[config.mk]
export PLATFORM = sky130hd
export DESIGN_NAME = branch_ctrl
export DESIGN_NICKNAME = d
export VERILOG_FILES = /design/src/rtl/core_ctrl_pkg.sv /design/src/rtl/br_cond_eval.sv /design/src/rtl/branch_ctrl.sv
export SDC_FILE = /design/constraint.sdc
export NUM_CORES = 1
export LEC_CHECK = 0
export CORE_MARGIN = 3
export CORE_UTILIZATION = 56
export CTS_BUF_LIST = sky130_fd_sc_hd__clkbuf_8
export CTS_CLUSTER_SIZE = 20
export DETAILED_ROUTE_END_ITERATION = 8
export GPL_ROUTABILITY_DRIVEN = 0
export PLACE_DENSITY = 0.95
export SYNTH_ARGS = -nofsm -noshare
export SYNTH_HDL_FRONTEND = slang
export SYNTH_HIERARCHICAL = 1
export SYNTH_SLANG_ARGS = --single-unit
[constraint.sdc]
create_clock -name CLK -period 6.3 [get_ports CLK]
set_input_delay 0.945 -clock CLK [delete_from_list [all_inputs] [get_ports CLK]]
set_output_delay 0.945 -clock CLK [all_outputs]
set_load 0.02 [all_outputs]
[src/rtl/core_ctrl_pkg.sv]
// Shared control-transfer types for the MCU core: branch kinds, funct3 codes and
// the branch sequencer state encoding.
package core_ctrl_pkg;

  typedef enum logic [1:0] {
    BRANCH = 2'd0,
    JAL    = 2'd1,
    JALR   = 2'd2,
    RSVD   = 2'd3
  } br_kind_t;

  localparam logic [2:0] F3_BEQ  = 3'b000;
  localparam logic [2:0] F3_BNE  = 3'b001;
  localparam logic [2:0] F3_BLT  = 3'b100;
  localparam logic [2:0] F3_BGE  = 3'b101;
  localparam logic [2:0] F3_BLTU = 3'b110;
  localparam logic [2:0] F3_BGEU = 3'b111;

  typedef enum logic [1:0] {
    IDLE     = 2'd0,
    WAIT_OPS = 2'd1,
    COMPARE  = 2'd2,
    REDIRECT = 2'd3
  } brc_state_t;

endpackage

[src/rtl/br_cond_eval.sv]
// Maps funct3 plus comparator flags to {taken, illegal}.
// Latency: combinational, zero cycles.
// Backpressure: none, pure function of its inputs.
module br_cond_eval
  import core_ctrl_pkg::*;
(
  input  logic [2:0] funct3,
  input  logic       br_eq,
  input  logic       br_lt,
  input  logic       br_ltu,
  output logic       taken,
  output logic       illegal
);

  always_comb begin
    taken   = 1'b0;
    illegal = 1'b0;
    case (funct3)
      F3_BEQ:  taken = br_eq;
      F3_BNE:  taken = !br_eq;
      F3_BLT:  taken = br_lt;
      F3_BGE:  taken = !br_lt;
      F3_BLTU: taken = br_ltu;
      F3_BGEU: taken = !br_ltu;
      default: illegal = 1'b1;
    endcase
  end

endmodule

[src/rtl/branch_ctrl.sv]
// Branch/jump resolution sequencer: waits for operands, compares, redirects fetch (perf counters under BRANCH_CTRL_PERF_EN).
// Latency: taken branch with operands ready at accept N -> flush at N+1, redir_valid at N+2.
// Backpressure: br_ready only in IDLE; redirect held stable until redir_ready.
module branch_ctrl
  import core_ctrl_pkg::*;
#(
  parameter int XLEN     = 32,
  parameter int WAIT_MAX = 15
) (
  input  logic            CLK,
  input  logic            RST_N,
  input  logic            br_valid,
  output logic            br_ready,
  input  logic [1:0]      br_kind,
  input  logic [2:0]      funct3,
  input  logic [XLEN-1:0] pc,
  input  logic [XLEN-1:0] imm,
  input  logic            ops_valid,
  input  logic [XLEN-1:0] rs1,
  input  logic [XLEN-1:0] rs2,
  output logic [XLEN-1:0] cmp_a,
  output logic [XLEN-1:0] cmp_b,
  input  logic            br_eq,
  input  logic            br_lt,
  input  logic            br_ltu,
  output logic            redir_valid,
  input  logic            redir_ready,
  output logic [XLEN-1:0] redir_pc,
  output logic            flush,
  output logic [XLEN-1:0] link_pc,
  output logic            misalign_exc,
  output logic            illegal_br,
  output logic            wait_timeout
`ifdef BRANCH_CTRL_PERF_EN
  ,
  output logic [31:0]     perf_br_total,
  output logic [31:0]     perf_br_taken
`endif
);

  // Counter saturates one past WAIT_MAX so the timeout fires only once per wait.
  localparam int            CW       = $clog2(WAIT_MAX + 2);
  localparam logic [CW-1:0] WAIT_LIM = CW'(WAIT_MAX);

  brc_state_t      state, state_nxt;
  br_kind_t        kind_q;
  logic [2:0]      f3_q;
  logic [XLEN-1:0] pc_q, imm_q;
  logic [CW-1:0]   wait_cnt;
  logic [XLEN-1:0] jalr_sum, target;
  logic            cond_taken, cond_illegal;

  br_cond_eval u_cond (
    .funct3  (f3_q),
    .br_eq   (br_eq),
    .br_lt   (br_lt),
    .br_ltu  (br_ltu),
    .taken   (cond_taken),
    .illegal (cond_illegal)
  );

  assign jalr_sum = cmp_a + imm_q;
  assign target   = (kind_q == JALR) ? {jalr_sum[XLEN-1:1], 1'b0} : pc_q + imm_q;

  always_ff @(posedge CLK or negedge RST_N) begin
    if (!RST_N) begin
      state    <= IDLE;
      kind_q   <= BRANCH;
      f3_q     <= '0;
      pc_q     <= '0;
      imm_q    <= '0;
      cmp_a    <= '0;
      cmp_b    <= '0;
      redir_pc <= '0;
      link_pc  <= '0;
      wait_cnt <= '0;
    end else begin
      state <= state_nxt;
      case (state)
        IDLE: begin
          if (br_valid) begin
            kind_q   <= br_kind_t'(br_kind);
            f3_q     <= funct3;
            pc_q     <= pc;
            imm_q    <= imm;
            cmp_a    <= rs1;
            cmp_b    <= rs2;
            wait_cnt <= '0;
          end
        end
        WAIT_OPS: begin
          cmp_a <= rs1;
          cmp_b <= rs2;
          if (wait_cnt <= WAIT_LIM) wait_cnt <= wait_cnt + 1'b1;
        end
        COMPARE: begin
          if (state_nxt == REDIRECT) begin
            redir_pc <= target;
            link_pc  <= pc_q + XLEN'(4);
          end
        end
        default: ;
      endcase
    end
  end

  always_comb begin
    state_nxt    = state;
    br_ready     = 1'b0;
    redir_valid  = 1'b0;
    flush        = 1'b0;
    misalign_exc = 1'b0;
    illegal_br   = 1'b0;
    case (state)
      IDLE: begin
        br_ready = 1'b1;
        if (br_valid) state_nxt = ops_valid ? COMPARE : WAIT_OPS;
      end
      WAIT_OPS: begin
        if (ops_valid) state_nxt = COMPARE;
      end
      COMPARE: begin
        state_nxt = IDLE;
        if (kind_q == RSVD || (kind_q == BRANCH && cond_illegal)) begin
          illegal_br = 1'b1;
        end else if (kind_q != BRANCH || cond_taken) begin
          if (target[1:0] != 2'b00) begin
            misalign_exc = 1'b1;
          end else begin
            flush     = 1'b1;
            state_nxt = REDIRECT;
          end
        end
      end
      REDIRECT: begin
        redir_valid = 1'b1;
        if (redir_ready) state_nxt = IDLE;
      end
      default: state_nxt = IDLE;
    endcase
  end

  assign wait_timeout = (WAIT_MAX != 0) && (state == WAIT_OPS) && (wait_cnt == WAIT_LIM);

`ifdef BRANCH_CTRL_PERF_EN
  logic cond_done;
  assign cond_done = (state == COMPARE) && (kind_q == BRANCH) && !cond_illegal;

  always_ff @(posedge CLK or negedge RST_N) begin
    if (!RST_N) begin
      perf_br_total <= '0;
      perf_br_taken <= '0;
    end else if (cond_done) begin
      if (perf_br_total != '1) perf_br_total <= perf_br_total + 32'd1;
      if (cond_taken && perf_br_taken != '1) perf_br_taken <= perf_br_taken + 32'd1;
    end
  end
`endif

endmodule

==> Word-level counts from Yosys, hierarchy flattened <==
Index checks and enable logic that the tools add are counted.
{ "word_totals": {"register_bits": 204, "input_bits": 141, "output_inout_bits": 134, "elab_cells": 77} }
{ "op_classes": {"addsub": 4, "order_cmp": 1, "eq_ne": 14, "n_mux": 30, "n_reduce_logical": 18} }
{ "op_table": {"columns": ["cell", "n"], "rows": [
  ["$pmux 32 s2", 2],
  ["$mux 32", 3],
  ["$add 32x32->32", 2],
  ["$add 32x3->32 const B", 1],
  ["$mux 2", 7],
  ["$mux 1", 13],
  ["$eq 3x3->1 const B", 4],
  ["$eq 2x2->1 const B", 5],
  ["$mux 5", 2],
  ["$pmux 5 s2", 1],
  ["$pmux 2 s4", 1],
  ["$pmux 1 s6", 1],
  ["$reduce_and 2->1", 3],
  ["$reduce_bool 2->1", 3],
  ["$reduce_or 6->1", 1],
  ["$add 5x1->5 const B", 1],
  ["$eq 5x4->1 const B", 1],
  ["$le 5x4->1 const B", 1],
  ["$logic_not 2->1", 2],
  ["$ne 2x2->1 const B", 2],
  ["$eq 3x1->1 const B", 1],
  ["$logic_not 1->1", 3],
  ["$logic_not 3->1", 1],
  ["$reduce_and 3->1", 1],
  ["other kinds (3)", 5]
]} }

==> Depth between registers and ports, before layout <==
{ "depth": {"word_depth": 9, "depth_mapped": 13, "ltp_nobuf": 12} }

==> By module <==
Netlist, hierarchy kept.
{ "modules_own_cells": {"columns": ["module", "n_inst", "cells_each", "area_per_inst_um2", "seq_area_each_um2"], "rows": [
  ["branch_ctrl", 1, 1132, 11507.3, 5104.9],
  ["br_cond_eval", 1, 6, 46.3, 0.0]
]} }

==> Worst setup path before layout <==
No wires, ideal clock.
{ "synth_path": {"path_kind": "input to output", "startpoint": "input br_ltu", "endpoint": "output flush", "arrival_ps": 2437, "required_ps": 5355, "setup_slack_ps": 2918, "cell_stages": 10, "n_path_buf": 2, "cell_sequence": "mux2i_1 > xnor2_1 > a21o_1 > inv_1 > o21ai_0 > nand3b_1 > nand2b_1 > buf_2 > clkinv_1 > buf_1"} }
{ "synth_via": {"elab_chain_cells": 6} }
{ "synth_lines": {"columns": ["element", "line_no", "text"], "rows": [
  ["start: declaration", "branch_ctrl.sv:25", "input logic br_ltu,"],
  ["$logic_not 1->1", "br_cond_eval.sv:24", "F3_BGEU: taken = !br_ltu;"],
  ["$pmux 1 s6 *", "br_cond_eval.sv:18", "case (funct3)"],
  ["net cond_taken", "branch_ctrl.sv:51", "logic cond_taken, cond_illegal;"],
  ["$logic_or 1x1->1 *", "branch_ctrl.sv:126", "end else if (kind_q != BRANCH || cond_taken) begin"],
  ["$mux 1 *", "branch_ctrl.sv:126", null],
  ["$mux 1 *", "branch_ctrl.sv:124", "if (kind_q == RSVD || (kind_q == BRANCH && cond_illegal)) begin"],
  ["$mux 1 *", "branch_ctrl.sv:114", "case (state)"],
  ["end: declaration", "branch_ctrl.sv:29", "output logic flush,"]
]} }
The timed path passes the listed nets; every way through them passes the cells marked *.

==> Worst setup path after layout <==
{ "layout_path": {"startpoint": "input br_eq", "endpoint": "output flush"} }
{ "layout_via": {"elab_chain_cells": 6} }
{ "layout_lines": {"columns": ["element", "line_no", "text"], "rows": [
  ["start: declaration", "branch_ctrl.sv:23", "input logic br_eq,"],
  ["$logic_not 1->1", "br_cond_eval.sv:20", "F3_BNE: taken = !br_eq;"],
  ["$pmux 1 s6 *", "br_cond_eval.sv:18", null],
  ["net cond_taken", "branch_ctrl.sv:51", null],
  ["$logic_or 1x1->1 *", "branch_ctrl.sv:126", null],
  ["$mux 1 *", "branch_ctrl.sv:126", null],
  ["$mux 1 *", "branch_ctrl.sv:124", null],
  ["$mux 1 *", "branch_ctrl.sv:114", null]
]} }
Marked as above.

==> results_dict.tcl <==
set metrics [dict create \
    status "finished, final reports clean" \
    synth_edf_count 0 \
    n_antenna_cell 0 \
    yosysTopAreaCell "dfrtp_1" \
    drive_above_1_share_pct 15.4 \
    vias 10000 \
    hold_class "reg2reg" \
    synthesis.nets 1345 \
    routed_wl_um 33400 \
    start_util_pct 58.2 \
    netlist_instances 1138 \
    setup_tns_ps 0 \
    timing.final.crit_share_pct 67.9 \
    die_area_sq_um 22400 \
    drtIter0Drc 952 \
    fin_ws_ps 2020 \
    drt_pass1_iterations 7 \
    required_ps 5350 \
    path_max_fanout 18 \
    pre_cts_ws_ps 2090 \
    nets 1620 \
    final_common_cell "clkdlybuf4s50_1" \
    track_usage_pct 29.9 \
    clkTransAtPathRegs_ps 60 \
    worst_slew_pin_slew_ps 1120 \
    finalHoldViolations 0 \
    max_stage_delay_ps 660 \
    wl_per_cell_um 19.6 \
    tritoncts "yes" \
    ant_nets 0 \
    ys_async_sr_fraction_pct 100 \
    setup_violations 0 \
    reg2reg_setup_slack_ps 2540 \
    power_density_nw_per_um2 678 \
    dpl_cell_area_sq_um 14500 \
    crit_chain "clkdlybuf4s50_1 -> xnor2_1 -> nor3_1 -> a21o_1 -> inv_1 -> o21ai_0 -> nand3b_1 -> nand2b_4 -> clkinv_1 -> buf_4 -> clkdlybuf4s50_1" \
    grt_pass1_vias 10400 \
    start_kind "input pin" \
    cp_top_family "buffers and inverters" \
    layout_common_cells "clkdlybuf4s50_1 (273), dfrtp_1 (204), mux2_2 (129)" \
    hold_buffers 0 \
    fin_crit_ps 4280 \
    syn_area_sq_um 11600 \
    cts_setup_buffers 0 \
    fmax_mhz 234 \
    hold_path.startpoint "redir_pc[22]$_DFFE_PN0P_" \
    ys_seq_area_share_pct 44.2 \
    synth-seq-cells 204 \
    peakVddDrop_v 0.000399 \
    worstHoldEndpoint "redir_pc[22]$_DFFE_PN0P_" \
    fp.dieW_um 150 \
    antenna_found_initial 0 \
    drcViolationCount 0 \
    via_per_inst 5.87 \
    instances_no_fill 1705 \
    numCtsBuffers 37 \
    grt.overflow.total 0 \
    insertion_delay_ps 540 \
    slew_headroom_pct 25.3 \
    yosysTopAreaCellShare_pct 44.2 \
    clock-sinks 204 \
    endpoint_kind "primary output" \
    leakage_nw 6.60 \
    root_buffer "clkbuf_8" \
    grt_max_degree 110 \
    hold_ws_ps 480 \
    synth-warning-count 6 \
    synth-main-ff-cell "dfrtp_1" \
    cts_resized 0 \
    io_buffer_count 274 \
    io_pins 275 \
    rows 51 \
    rsz0062_at_grt "false" \
    grt_pass1_wl_um 53400 \
    cp_num_buf_inv 5 \
    dieHeight_um 150 \
    syn_avg_cell_area_sq_um 10.2 \
    arrival_ps 3330 \
    core-area_sq_um 19800 \
    fin_util_pct 77.6 \
    crit_path_top_delay_cell "clkdlybuf4s50_1" \
    synth_area_leaders "dfrtp_1 (44%), mux2_2 (13%), ha_1 (6.9%)" \
    hold_depth 2 \
    cts_max_level 2 \
    timing.rr.end "redir_pc[31]$_DFFE_PN0P_" \
    rr_startpoint "imm_q[0]$_DFFE_PN0P_" \
    dp.cells 1639 \
    nFillCells 1273 \
    max_cap_viol_count 0 \
    skew_ps 28.0 \
    fin_total_pwr_mw 10.5 \
    finish.instance_area_sq_um 15400 \
    synth_cell_type_count 67 \
    crit_top_cell "clkdlybuf4s50_1" \
    dpl.hpwl_um 24500 \
    crit_type "in2out" \
    slew_viol_final 0 \
    ff2ff_path_depth 11 \
    clockBufferDepth 3 \
    syn_to_final_growth_pct 33.4 \
]
## layout make-up
cell class / count / area (sq um) / share of cell area [%]
Timing Repair Buffer: 282 / 2810 / 18.2
Clock inverter: 17 / 191 / 1.24
Multi-Input combinational cell: 866 / 6220 / 40.4
Sequential cell: 204 / 5100 / 33.1
Clock buffer: 49 / 674 / 4.38
Tap cell: 265 / 332 / 2.15
Inverter: 22 / 82.6 / 0.536
## per-layer routing
layer | part of all wire (%) | vias to the layer above | track usage, % | wire length, um
met4 | 3.0 | 0 | 9.84 | 1000
met1 | 40 | 4804 | 38.4 | 13400
met5 | 0 | - | 0 | 0
met3 | 9.0 | 95 | 7.63 | 3020
li1 | - | 4635 | - | -
met2 | 48 | 468 | 49.9 | 16000
## sequential cells by signal (all words and copies together) (netlist names)
register and count:
cmp_a 32, link_pc 32, state 2, f3_q 3, imm_q 32, cmp_b 32
redir_pc 32, pc_q 32, kind_q 2, wait_cnt 5
## synth_stat cells, types with 10 or more instances
cell type	instances
dfrtp_1	204
mux2_2	129
nand2_1	123
o21ai_0	95
nor2_1	76
a21oi_1	69
ha_1	64
xnor2_1	48
clkbuf_1	37
xor2_1	35
nand3_1	28
a21o_1	25
inv_1	21
nor3_1	16
and3_1	15
nand2b_1	12
nor2b_1	12
nand4_1	10
o21bai_1	10
## logic make-up (layout without fill, tap and decap cells)
| kind of cell | after synthesis | in the layout | synth area share [%] |
|---|---|---|---|
| AND/OR/NAND/NOR | 315 | 315 | 12.5 |
| AO/OA/AOI/OAI | 271 | 271 | 14.8 |
| flip-flops | 204 | 204 | 44.2 |
| multiplexers | 131 | 131 | 12.7 |
| XOR/XNOR | 83 | 83 | 6.29 |
| buffers and inverters | 68 | 370 | 2.24 |
| adder cells (fa/ha/maj) | 66 | 66 | 7.28 |
## worst max-delay path by stage
stage,startpoint,end,slack (ps),depth (start not counted)
floorplan,br_ltu,flush,2920,10
global placement,br_ltu,flush,2120,11
detailed placement,br_eq,flush,2090,11
CTS,br_eq,flush,2000,11
global route,br_eq,flush,1900,11
finish,br_eq,flush,2020,11
## worst min-delay path, stage by stage (launching register included)
cell and delay [ps]:
dfrtp_1 340, nand2_1 50, o21ai_0 60
## power breakdown
group / leakage (nW) / internal [mW] / switching (mW)
combinational: 3.67 / 2.94 / 3.47
sequential: 2.46 / 1.94 / 0.661
clock: 0.460 / 0.866 / 0.575
No activity file was read; power rests on OpenSTA's default activity.
